**config.mk**
```make
export PLATFORM = sky130hd
export DESIGN_NAME = softmax_stream_driver
export DESIGN_NICKNAME = d
export VERILOG_FILES = /design/src/rtl/softmax_stream_driver.sv
export SDC_FILE = /design/constraint.sdc
export NUM_CORES = 1
export LEC_CHECK = 0
export CAP_MARGIN = 20
export CORE_ASPECT_RATIO = 1.4
export CORE_MARGIN = 8
export CORE_UTILIZATION = 47
export DETAILED_ROUTE_END_ITERATION = 10
export PLACE_DENSITY = 0.76
export SLEW_MARGIN = 20
export SYNTH_ARGS = -nofsm -noshare
export SYNTH_HDL_FRONTEND = slang
export SYNTH_SLANG_ARGS = --single-unit
```
**constraint.sdc**
```tcl
create_clock -name clk -period 2.1 [get_ports clk]
set_input_delay 0.315 -clock clk [delete_from_list [all_inputs] [get_ports clk]]
set_output_delay 0.315 -clock clk [all_outputs]
set_load 0.02 [all_outputs]
```
**src/rtl/softmax_stream_driver.sv**
```systemverilog
// Host-to-softmax stream driver: programs the INT-to-FP LUT from host words,
// streams one row of int8 scores into the engine and forwards its results.
module softmax_stream_driver #(
  parameter int SOFTMAX_NUM = 64,
  parameter int IDATA_BIT   = 8,
  parameter int LUT_DATA    = 16,
  parameter int LUT_ADDR    = 4,
  parameter int LUT_DEPTH   = 16
) (
  input  logic                 clk,
  input  logic                 rst_n,
  input  logic                 start,
  input  logic                 load_lut,
  input  logic [7:0]           cfg_shift_in,
  input  logic                 host_valid,
  input  logic [LUT_DATA-1:0]  host_data,
  output logic                 host_ready,
  output logic [7:0]           cfg_consmax_shift,
  output logic [LUT_ADDR-1:0]  lut_waddr,
  output logic                 lut_wen,
  output logic [LUT_DATA-1:0]  lut_wdata,
  output logic [IDATA_BIT-1:0] idata,
  output logic                 idata_valid,
  input  logic [IDATA_BIT-1:0] odata,
  input  logic                 odata_valid,
  output logic [IDATA_BIT-1:0] res_data,
  output logic                 res_valid,
  output logic                 busy,
  output logic                 done,
  output logic                 err_unexp
);

  localparam int SW = $clog2(SOFTMAX_NUM + 1);
  localparam int WW = $clog2(LUT_DEPTH + 1);
  localparam logic [SW-1:0] S_FULL = SW'(SOFTMAX_NUM);
  localparam logic [SW-1:0] S_LAST = SW'(SOFTMAX_NUM - 1);
  localparam logic [WW-1:0] W_LAST = WW'(LUT_DEPTH - 1);

  typedef enum logic [1:0] {
    IDLE     = 2'd0,
    LOAD_LUT = 2'd1,
    STREAM   = 2'd2,
    DRAIN    = 2'd3
  } state_t;

  state_t        state, state_nxt;
  logic [SW-1:0] scnt, rcnt;
  logic [WW-1:0] wcnt;
  logic          accept, rcnt_full, res_count, res_unexp, finish;

  assign host_ready = (state == LOAD_LUT) || ((state == STREAM) && (scnt < S_FULL));
  assign accept     = host_valid && host_ready;
  assign rcnt_full  = (rcnt == S_FULL);
  // A result beyond the row length, or with no row open, is forwarded but not counted.
  assign res_count  = odata_valid && (state != IDLE) && !rcnt_full;
  assign res_unexp  = odata_valid && ((state == IDLE) || rcnt_full);
  assign busy       = (state != IDLE);

  always_comb begin
    state_nxt = state;
    finish    = 1'b0;
    case (state)
      IDLE:     if (start) state_nxt = load_lut ? LOAD_LUT : STREAM;
      LOAD_LUT: if (accept && (wcnt == W_LAST)) state_nxt = STREAM;
      STREAM:   if (accept && (scnt == S_LAST)) state_nxt = DRAIN;
      DRAIN: begin
        // Either the row already completed during STREAM, or this result completes it.
        if (rcnt_full || (odata_valid && (rcnt == S_LAST))) begin
          finish    = 1'b1;
          state_nxt = IDLE;
        end
      end
      default:  state_nxt = IDLE;
    endcase
  end

  always_ff @(posedge clk or negedge rst_n) begin
    if (!rst_n) state <= IDLE;
    else        state <= state_nxt;
  end

  // Registered output stage: every strobe lands one cycle after its accept.
  always_ff @(posedge clk or negedge rst_n) begin
    if (!rst_n) begin
      cfg_consmax_shift <= '0;
      wcnt              <= '0;
      scnt              <= '0;
      rcnt              <= '0;
      lut_wen           <= 1'b0;
      lut_waddr         <= '0;
      lut_wdata         <= '0;
      idata_valid       <= 1'b0;
      idata             <= '0;
      res_valid         <= 1'b0;
      res_data          <= '0;
      done              <= 1'b0;
      err_unexp         <= 1'b0;
    end else begin
      done        <= finish;
      lut_wen     <= 1'b0;
      idata_valid <= 1'b0;
      res_valid   <= odata_valid;
      if ((state == IDLE) && start) begin
        cfg_consmax_shift <= cfg_shift_in;
        wcnt              <= '0;
        scnt              <= '0;
        rcnt              <= '0;
      end
      if (accept && (state == LOAD_LUT)) begin
        lut_wen   <= 1'b1;
        lut_waddr <= wcnt[LUT_ADDR-1:0];
        lut_wdata <= host_data;
        wcnt      <= wcnt + WW'(1);
      end
      if (accept && (state == STREAM)) begin
        idata_valid <= 1'b1;
        idata       <= host_data[IDATA_BIT-1:0];
        scnt        <= scnt + SW'(1);
      end
      if (odata_valid) res_data <= odata;
      if (res_count)   rcnt <= rcnt + SW'(1);
      if (res_unexp)   err_unexp <= 1'b1;
    end
  end

endmodule

```
---- Word-level counts from Yosys, hierarchy flattened ----
Cells that the tools add are included.
word-level totals
  bits in registers ....................... 70
  input port bits ......................... 38
  output and inout port bits .............. 51
operators by class
  add/sub/neg operators ................... 3
  order comparisons ....................... 1
  eq/ne operators ......................... 11
  multiplexer cells ....................... 15
  reductions and logical operators ........ 21
operator list
  cell                   count
  $mux W7                3
  $add A7 B1 Y7 const B  2
  $eq A7 B6 Y1 const B   2
  $logic_and A1 B1 Y1    11
  $mux W2                5
  $mux W5                2
  $pmux W2 S4            1
  $reduce_bool A2 Y1     4
  $eq A7 B7 Y1 const B   1
  $lt A7 B7 Y1 const B   1
  $add A5 B1 Y5 const B  1
  $eq A5 B4 Y1 const B   1
  $eq A2 B2 Y1 const B   2
  $mux W1                4
  $ne A2 B1 Y1 const B   2
  $ne A2 B2 Y1 const B   2
  $reduce_and A4 Y1      1
  $logic_or A1 B1 Y1     3
  $eq A2 B1 Y1 const B   1
  $logic_not A2 Y1       1
  $logic_not A1 Y1       1

---- Depth between registers and ports, before layout ----
Gate-level depths: netlist (run 1).
  depth in word-level cells ............... 7
  mapped depth ............................ 8
  mapped depth without buffers ............ 7

---- Least setup slack after synthesis (run 1) ----
No wires, ideal clock.
  path kind ............................... register -> register
  from .................................... register state[0]
  to ...................................... register rcnt[4]
  setup time .............................. 69 ps
  arrival time ............................ 1577 ps
  required time ........................... 2031 ps
  path slack .............................. 454 ps
  stages on the path, launching flop included .. 8
  path buffers ............................ 1
  path through ............................ dfrtp_1 inv_1 ha_1 nand2b_1 a31o_2 buf_4 or3_1 nand3_1
on the way
  word-level cells in the longest chain between the ends .. 4
ends and longest elaborated chain
  element                                               line  RTL
  from (decl)                                           46    state_t state, state_nxt;
  from (signal assigned)                                79    else state <= state_nxt;
  $reduce_bool A2 Y1                                    55    assign res_count = odata_valid && (state != IDLE) && !rcnt_full;
  $logic_and A1 B1 Y1 (2 in a row)                      55
  $mux W7 / $reduce_bool A2 Y1 (equally long branches)  --
  to (signal assigned)                                  121   if (res_count) rcnt <= rcnt + SW'(1);
  to (decl)                                             47    logic [SW-1:0] scnt, rcnt;
Several ways; a longest one is shown, not always the timed one.
A chain may end at the register's enable or synchronous reset.

---- Worst setup path after layout (run 1) ----
  from .................................... register state[0]
  to ...................................... output host_ready
on the way
  word-level cells in the longest chain between the ends .. 3
ends and longest elaborated chain
  element                 line  RTL
  $eq A2 B2 Y1            51    assign host_ready = (state == LOAD_LUT) || ((state == STREAM) && (scnt < S_FULL));
  $logic_and A1 B1 Y1     51
  $logic_or A1 B1 Y1 (*)  51
  to (decl)               17    output logic host_ready,
Every way passes the cells marked *; elsewhere a longest branch is shown, timed or not.

==> run_results.csv, run 1 <==
group,metric,value,unit
yosys,synth_edf_count,0,
setup_path,crit_path_start_kind,"flip-flop",
yosys,syn_area_per_cell,12.1,µm²
sta,tightest_slew,0.395,ns
setup_path,slowest_delay,0.40,ns
setup_path,crit_family,"buffers and inverters",
sta,tns,0,ns
floorplanning,die_height,111,µm
floorplanning,fp.coreArea,6250,µm²
yosys,synthAdderAreaFrac,4.12,%
worst_hold_path,worstHoldPathType,"reg2reg",
setup_path,crit_required,1.78,ns
floorplanning,ios,89,
yosys,synth.top_cells.by_count,"dfrtp_1, nand2_1, mux2_2",
pwr,p_comb_share,44.7,%
detailed_routing,avgRoutedWirePerCell,16.1,µm
detailed_routing,drt_iter0_drc,159,
yosys,synth_flop_cell,"dfrtp_1",
sta,period_needed,1.91,ns
yosys,synthSimpleGateAreaFrac,12.4,%
clocking,cts-root-buf,"clkbuf_8",
sta,min_period_over_period,90.8,%
detailed_routing,antenna_left,0,
pwr,switchingPower,2.04,mW
yosys,synthMuxAreaShare,17.0,%
yosys,synth-xor-area-share,0.864,%
sta,max_slew_margin,73.6,%
yosys,ys_seq_elements,70,
pwr,cellInternalPower,3.72,mW
yosys,syn_inst,251,
pwr,swShare,35.4,%
sta,setup_viol,0,
setup_path,path_class,"reg2out",
detailed_routing,vias,2233,
setup_path,end_kind,"output pin",
detailed_routing,routed_wl,6870,µm
layout,seq_area,1750,µm²
floorplanning,die_x,84.0,µm
pwr,p_per_area,1350,nW/µm²
floorplanning,rows,34,
yosys,yosysTopAreaCell,"dfrtp_1",
setup_path,worstPathArrival,1.59,ns
detailed_routing,drt_first_pass_iters,4,
yosys,synth_top_family_by_area,"multiplexers",
floorplanning,initial_core_util,48.6,%
job,cap_violations,0,
placement,place.gp.congestion,0.815,
clocking,clk_path_buf_depth,2,
global_route,overflow,0,
outcome,outcome,"complete, no violations",
yosys,synth_most_common_cell,"dfrtp_1",
detailed_routing,via_per_inst,5.23,
layout,nets,400,
layout,layout-drive-gt1-share,18.6,%
layout,diodes,0,
setup_path,crit_chain,"inv_1, ha_1, a21o_1, dlygate4sd2_1",
placement,port_buffers,88,
clocking,cts_buffers,9,
yosys,synth-compound-area-share,5.35,%
yosys,async_flop_share,100,%
detailed_routing,drc,0,
setup_path,cp_max_fo,4,
placement,dp.final_hpwl,4990,µm
clocking,cts_setup_buffers,0,
yosys,synth_fp_nets,299,
sta,clock.fmax,0.524,GHz
clocking,clkLatencyLatePin,0.35,ns
global_route,grt_pass1_wl,11600,µm
sta,rsz0062_at_grt,"false",
clocking,htree_levels,3,
floorplanning,design.die.area,9340,µm²
yosys,synth.top_cells.by_area,"dfrtp_1, mux2_2, nand2_1",
setup_path,critPathSlowestCell,"dfrtp_1",
clocking,cts_tree,"built",
sta,fin_worst_skew,0.0105,ns
yosys,ys_warn_count,0,
pwr,sequentialPowerShare,36.8,%
layout,syn_to_final_growth,39.9,%
sta,worst_slack,0.193,ns
clocking,cts.sinks,70,
pwr,cellLeakagePower,1.89,nW
yosys,ys_types,35,
placement,dpl_worst_slack,0.273,ns
sta,drv_slew,0,
layout,multiInputGateArea,1210,µm²
sta,hold_viol,0,
global_route,antenna_found_initial,0,
global_route,grt.total_usage,15.3,%
yosys,ys_seq_area_share,57.6,%
pwr,power_frac_clock,18.5,%
global_route,grt_pass1_vias,2423,
yosys,netlist_area,3040,µm²
pwr,peakVddDrop,0.847,mV
setup_path,cp.buffers_inverters,2,
clocking,path_clk_slew,0.06,ns
yosys,synth_top_area_share,57.6,%
layout,fill_cells,464,
global_route,grt_start_max_net_pins,71,
cells by family after synthesis:
logic type | count (synthesis)
compound gates | 23
mux | 47
xor+xnor | 3
simple gates | 79
flops | 70
buf+inv | 19
fa+ha+maj | 10
area by class of cell:
cell class	count	share of cell area [%]
clock buffer	13	3.74
multi-input combinational	162	28.4
inverter	12	1.06
sequential	70	41.2
clock inverter	1	0.706
tap	72	2.12
timing repair buffer	97	22.8
power groups by stage:
stage	sequential (mW)	clock [mW]	combinational [mW]
floorplan	2.54	0	1.02
CTS	2.12	1.09	2.62
detailed placement	2.14	0	2.62
global placement	2.11	0	2.57
finish	2.12	1.06	2.57
global route	2.18	1.14	2.77
layer usage:
metal / GRT usage [%] / wire, µm
met5: 0 / 0
met4: 7.28 / 148
met1: 16.7 / 2820
met3: 6.40 / 480
met2: 25.0 / 3420
state kept, by name (all words and copies together) (netlist names):
signal,count
res_valid,1
idata,8
state,2
idata_valid,1
cfg_consmax_shift,8
err_unexp,1
lut_wdata,16
done,1
scnt,7
lut_wen,1
lut_waddr,4
res_data,8
rcnt,7
wcnt,5
cells in the final DEF, fill, tap and decap left out, drive strengths merged, types with 2 or more instances in the layout:
cell type / synthesis / layout
and3: 5 / 5
nor2: 5 / 5
xor2: 2 / 2
nand2b: 3 / 3
or3: 4 / 4
dfrtp: 70 / 70
dlygate4sd2: 0 / 2
nand2: 39 / 39
inv: 11 / 11
o21ai: 12 / 12
buf: 4 / 9
mux2: 38 / 38
clkdlybuf4s50: 0 / 85
ha: 10 / 10
clkbuf: 3 / 13
nand3: 16 / 16
mux2i: 9 / 9
nor3: 2 / 2
o31ai: 2 / 2
worst min-delay path, delay by kind of cell, from the launching register on:
family	cells	cell delay [ns]
and+or+nand+nor	2	0.10
DFF	1	0.34
worst paths after layout:
| check | from | endpoint | slack, ns | cells past startpoint |
|---|---|---|---|---|
| min in group asynchronous | rst_n | res_data[4] | 0.52 | 3 |
| hold / removal | idata[7] | idata[7] | 0.48 | 2 |
| setup / recovery | state[0] | host_ready | 0.19 | 4 |
| hold reg to reg | idata[7] | idata[7] | 0.48 | 2 |
| max in group asynchronous | rst_n | lut_wdata[5] | 1.29 | 3 |
| setup reg to reg | state[1] | idata[4] | 0.31 | 7 |
repair_timing:
item / in CTS / in global routing
hold endpoints to repair: 3 / 0
hold buffers: 1 / 0
resized for setup: 2 / 0
setup endpoints to repair: 2 / 0
per-stage QoR:
stage	cell area [µm²]	instances	util [%]	hold WS (ns)	total power, mW
floorplan	3040	251	-	0.0194	3.57
global placement	4060	412	64.9	0.368	4.69
detailed placement	4060	412	64.9	0.366	4.76
CTS	4250	427	68.0	0.479	5.83
global route	4250	427	68.0	0.498	6.08
finish	4250	427	68.0	0.476	5.75
(Power assumes the default switching activity.)
==> run 2, diff against run 1 <==
GPL_TIMING_DRIVEN = 0   (was not set)
PLACE_DENSITY = 0.82   (was 0.76)
==> run_results.csv, run 2 (synthesized netlist as in run 1, its figures left out) <==
group,metric,value,unit
outcome,outcome,"complete, no violations",
global_route,antenna_found_initial,0,
floorplanning,rows,34,
layout,syn_to_final_growth,39.4,%
sta,setup_viol,0,
global_route,overflow,0,
sta,drv_slew,0,
clocking,cts_buffers,9,
detailed_routing,via_per_inst,5.27,
floorplanning,die_x,84.0,µm
job,cap_violations,0,
global_route,grt_pass1_vias,2436,
global_route,grt_start_max_net_pins,39,
sta,clock.fmax,0.516,GHz
setup_path,cp_max_fo,4,
floorplanning,initial_core_util,48.6,%
placement,dpl_worst_slack,0.00523,ns
placement,dp.final_hpwl,5120,µm
placement,port_buffers,88,
detailed_routing,vias,2259,
placement,place.gp.congestion,0.799,
sta,min_period_over_period,92.3,%
clocking,cts.sinks,70,
detailed_routing,routed_wl,6870,µm
sta,max_slew_margin,61.6,%
floorplanning,design.die.area,9340,µm²
detailed_routing,drt_iter0_drc,120,
sta,tightest_slew,0.573,ns
floorplanning,fp.coreArea,6250,µm²
sta,period_needed,1.94,ns
layout,nets,400,
sta,worst_slack,0.163,ns
floorplanning,die_height,111,µm
layout,largest_reg_flops,16,
layout,fill_cells,456,
clocking,path_clk_slew,0.07,ns
setup_path,end_kind,"output pin",
layout,top_register,"lut_wdata",
layout,seq_area,1750,µm²
floorplanning,ios,89,
setup_path,path_class,"reg2out",
layout,final_common_cell,"clkdlybuf4s50_1",
sta,fin_worst_skew,0.00989,ns
sta,rsz0062_at_grt,"false",
global_route,grt.total_usage,15.2,%
detailed_routing,avgRoutedWirePerCell,16.0,µm
pwr,peakVddDrop,0.755,mV
clocking,htree_levels,3,
setup_path,worstPathArrival,1.62,ns
clocking,cts_tree,"built",
placement,place_area,4030,µm²
clocking,clk_path_buf_depth,2,
layout,layout-drive-gt1-share,19.0,%
layout,multiInputGateArea,1210,µm²
sta,hold_viol,0,
setup_path,crit_required,1.78,ns
detailed_routing,drt_first_pass_iters,4,
detailed_routing,antenna_left,0,
layout,final_cell_mix,"clkdlybuf4s50_1, dfrtp_1, nand2_1, mux2_2, nand3_1",
placement,dp_cells,412,
detailed_routing,drc,0,
worst_hold_path,worstHoldPathType,"reg2reg",
pwr,p_per_area,1360,nW/µm²
clocking,cts-root-buf,"clkbuf_8",
setup_path,crit_path_start_kind,"flip-flop",
clocking,clkLatencyLatePin,0.34,ns
pwr,cellLeakagePower,1.89,nW
layout,diodes,0,
layout,stdcell_count,429,
global_route,grt_pass1_wl,11700,µm
layout,fin_area,4240,µm²
## run 2: cell count changes in the layout (fill, tap and decap cells not counted), moves of 2 or more
cell	previous run	this run
buf_2	1	3
inv_6	0	2
clkbuf_8	11	9
buf_4	6	2
clkbuf_1	2	4
## run 2: critical path, cell delays in order (launching register included)
cell and delay, ns:
dfrtp_1 0.40, inv_1 0.13, ha_1 0.29, a21o_1 0.12, dlygate4sd2_1 0.35
## run 2: layout make-up
class / instances / area share, %
Inverter: 12 / 1.06
Buffer: 7 / 0.797
Timing Repair Buffer: 90 / 21.5
Tap cell: 72 / 2.13
Multi-Input combinational cell: 162 / 28.6
Sequential cell: 70 / 41.3
Clock inverter: 6 / 1.62
Clock buffer: 10 / 3.01
## run 2: report_power, final
group | internal (mW) | leakage [nW] | switching [mW]
Combinational | 1.27 | 0.918 | 1.29
Sequential | 1.82 | 0.875 | 0.305
Clock | 0.557 | 0.0973 | 0.530
Total | 3.65 | 1.89 | 2.13
## run 2: timing repair
action                     4_1_cts  5_1_grt
hold buffers                     1        0
gates resized for setup          1        3
buffers inserted                 0        0
hold endpoints to repair        37        0
gates cloned                     0        0
setup endpoints to repair        1       11
## run 2: final timing paths
kind                           start     endpoint  slack [ns]  cells past startpoint
min reg2reg                err_unexp    err_unexp        0.47                      1
max in group asynchronous      rst_n     idata[4]        1.07                      3
min in group asynchronous      rst_n  res_data[0]        0.48                      2
max                         state[1]   host_ready        0.16                      4
min                        err_unexp    err_unexp        0.47                      1
max reg2reg                 state[1]      wcnt[2]        0.18                      8
## run 2: per-layer routing
| layer | track usage (%) | share of wire [%] | up-vias |
|---|---|---|---|
| met5 | 0 | 0 | - |
| met4 | 4.51 | 1.0 | 0 |
| met3 | 6.84 | 7.1 | 7 |
| met2 | 25.7 | 51 | 70 |
| met1 | 16.7 | 41 | 1113 |
| li1 | - | - | 1069 |
## run 2: stage by stage
| step | total power [mW] | setup TNS, ns | hold WS [ns] | util, % |
|---|---|---|---|---|
| floorplan | 3.57 | 0 | 0.0194 | - |
| global placement | 4.64 | -116.02 | 0.449 | 64.1 |
| detailed placement | 4.74 | 0 | 0.309 | 64.4 |
| CTS | 5.83 | 0 | 0.472 | 67.7 |
| global route | 6.14 | 0 | 0.480 | 67.8 |
| finish | 5.77 | 0 | 0.473 | 67.8 |
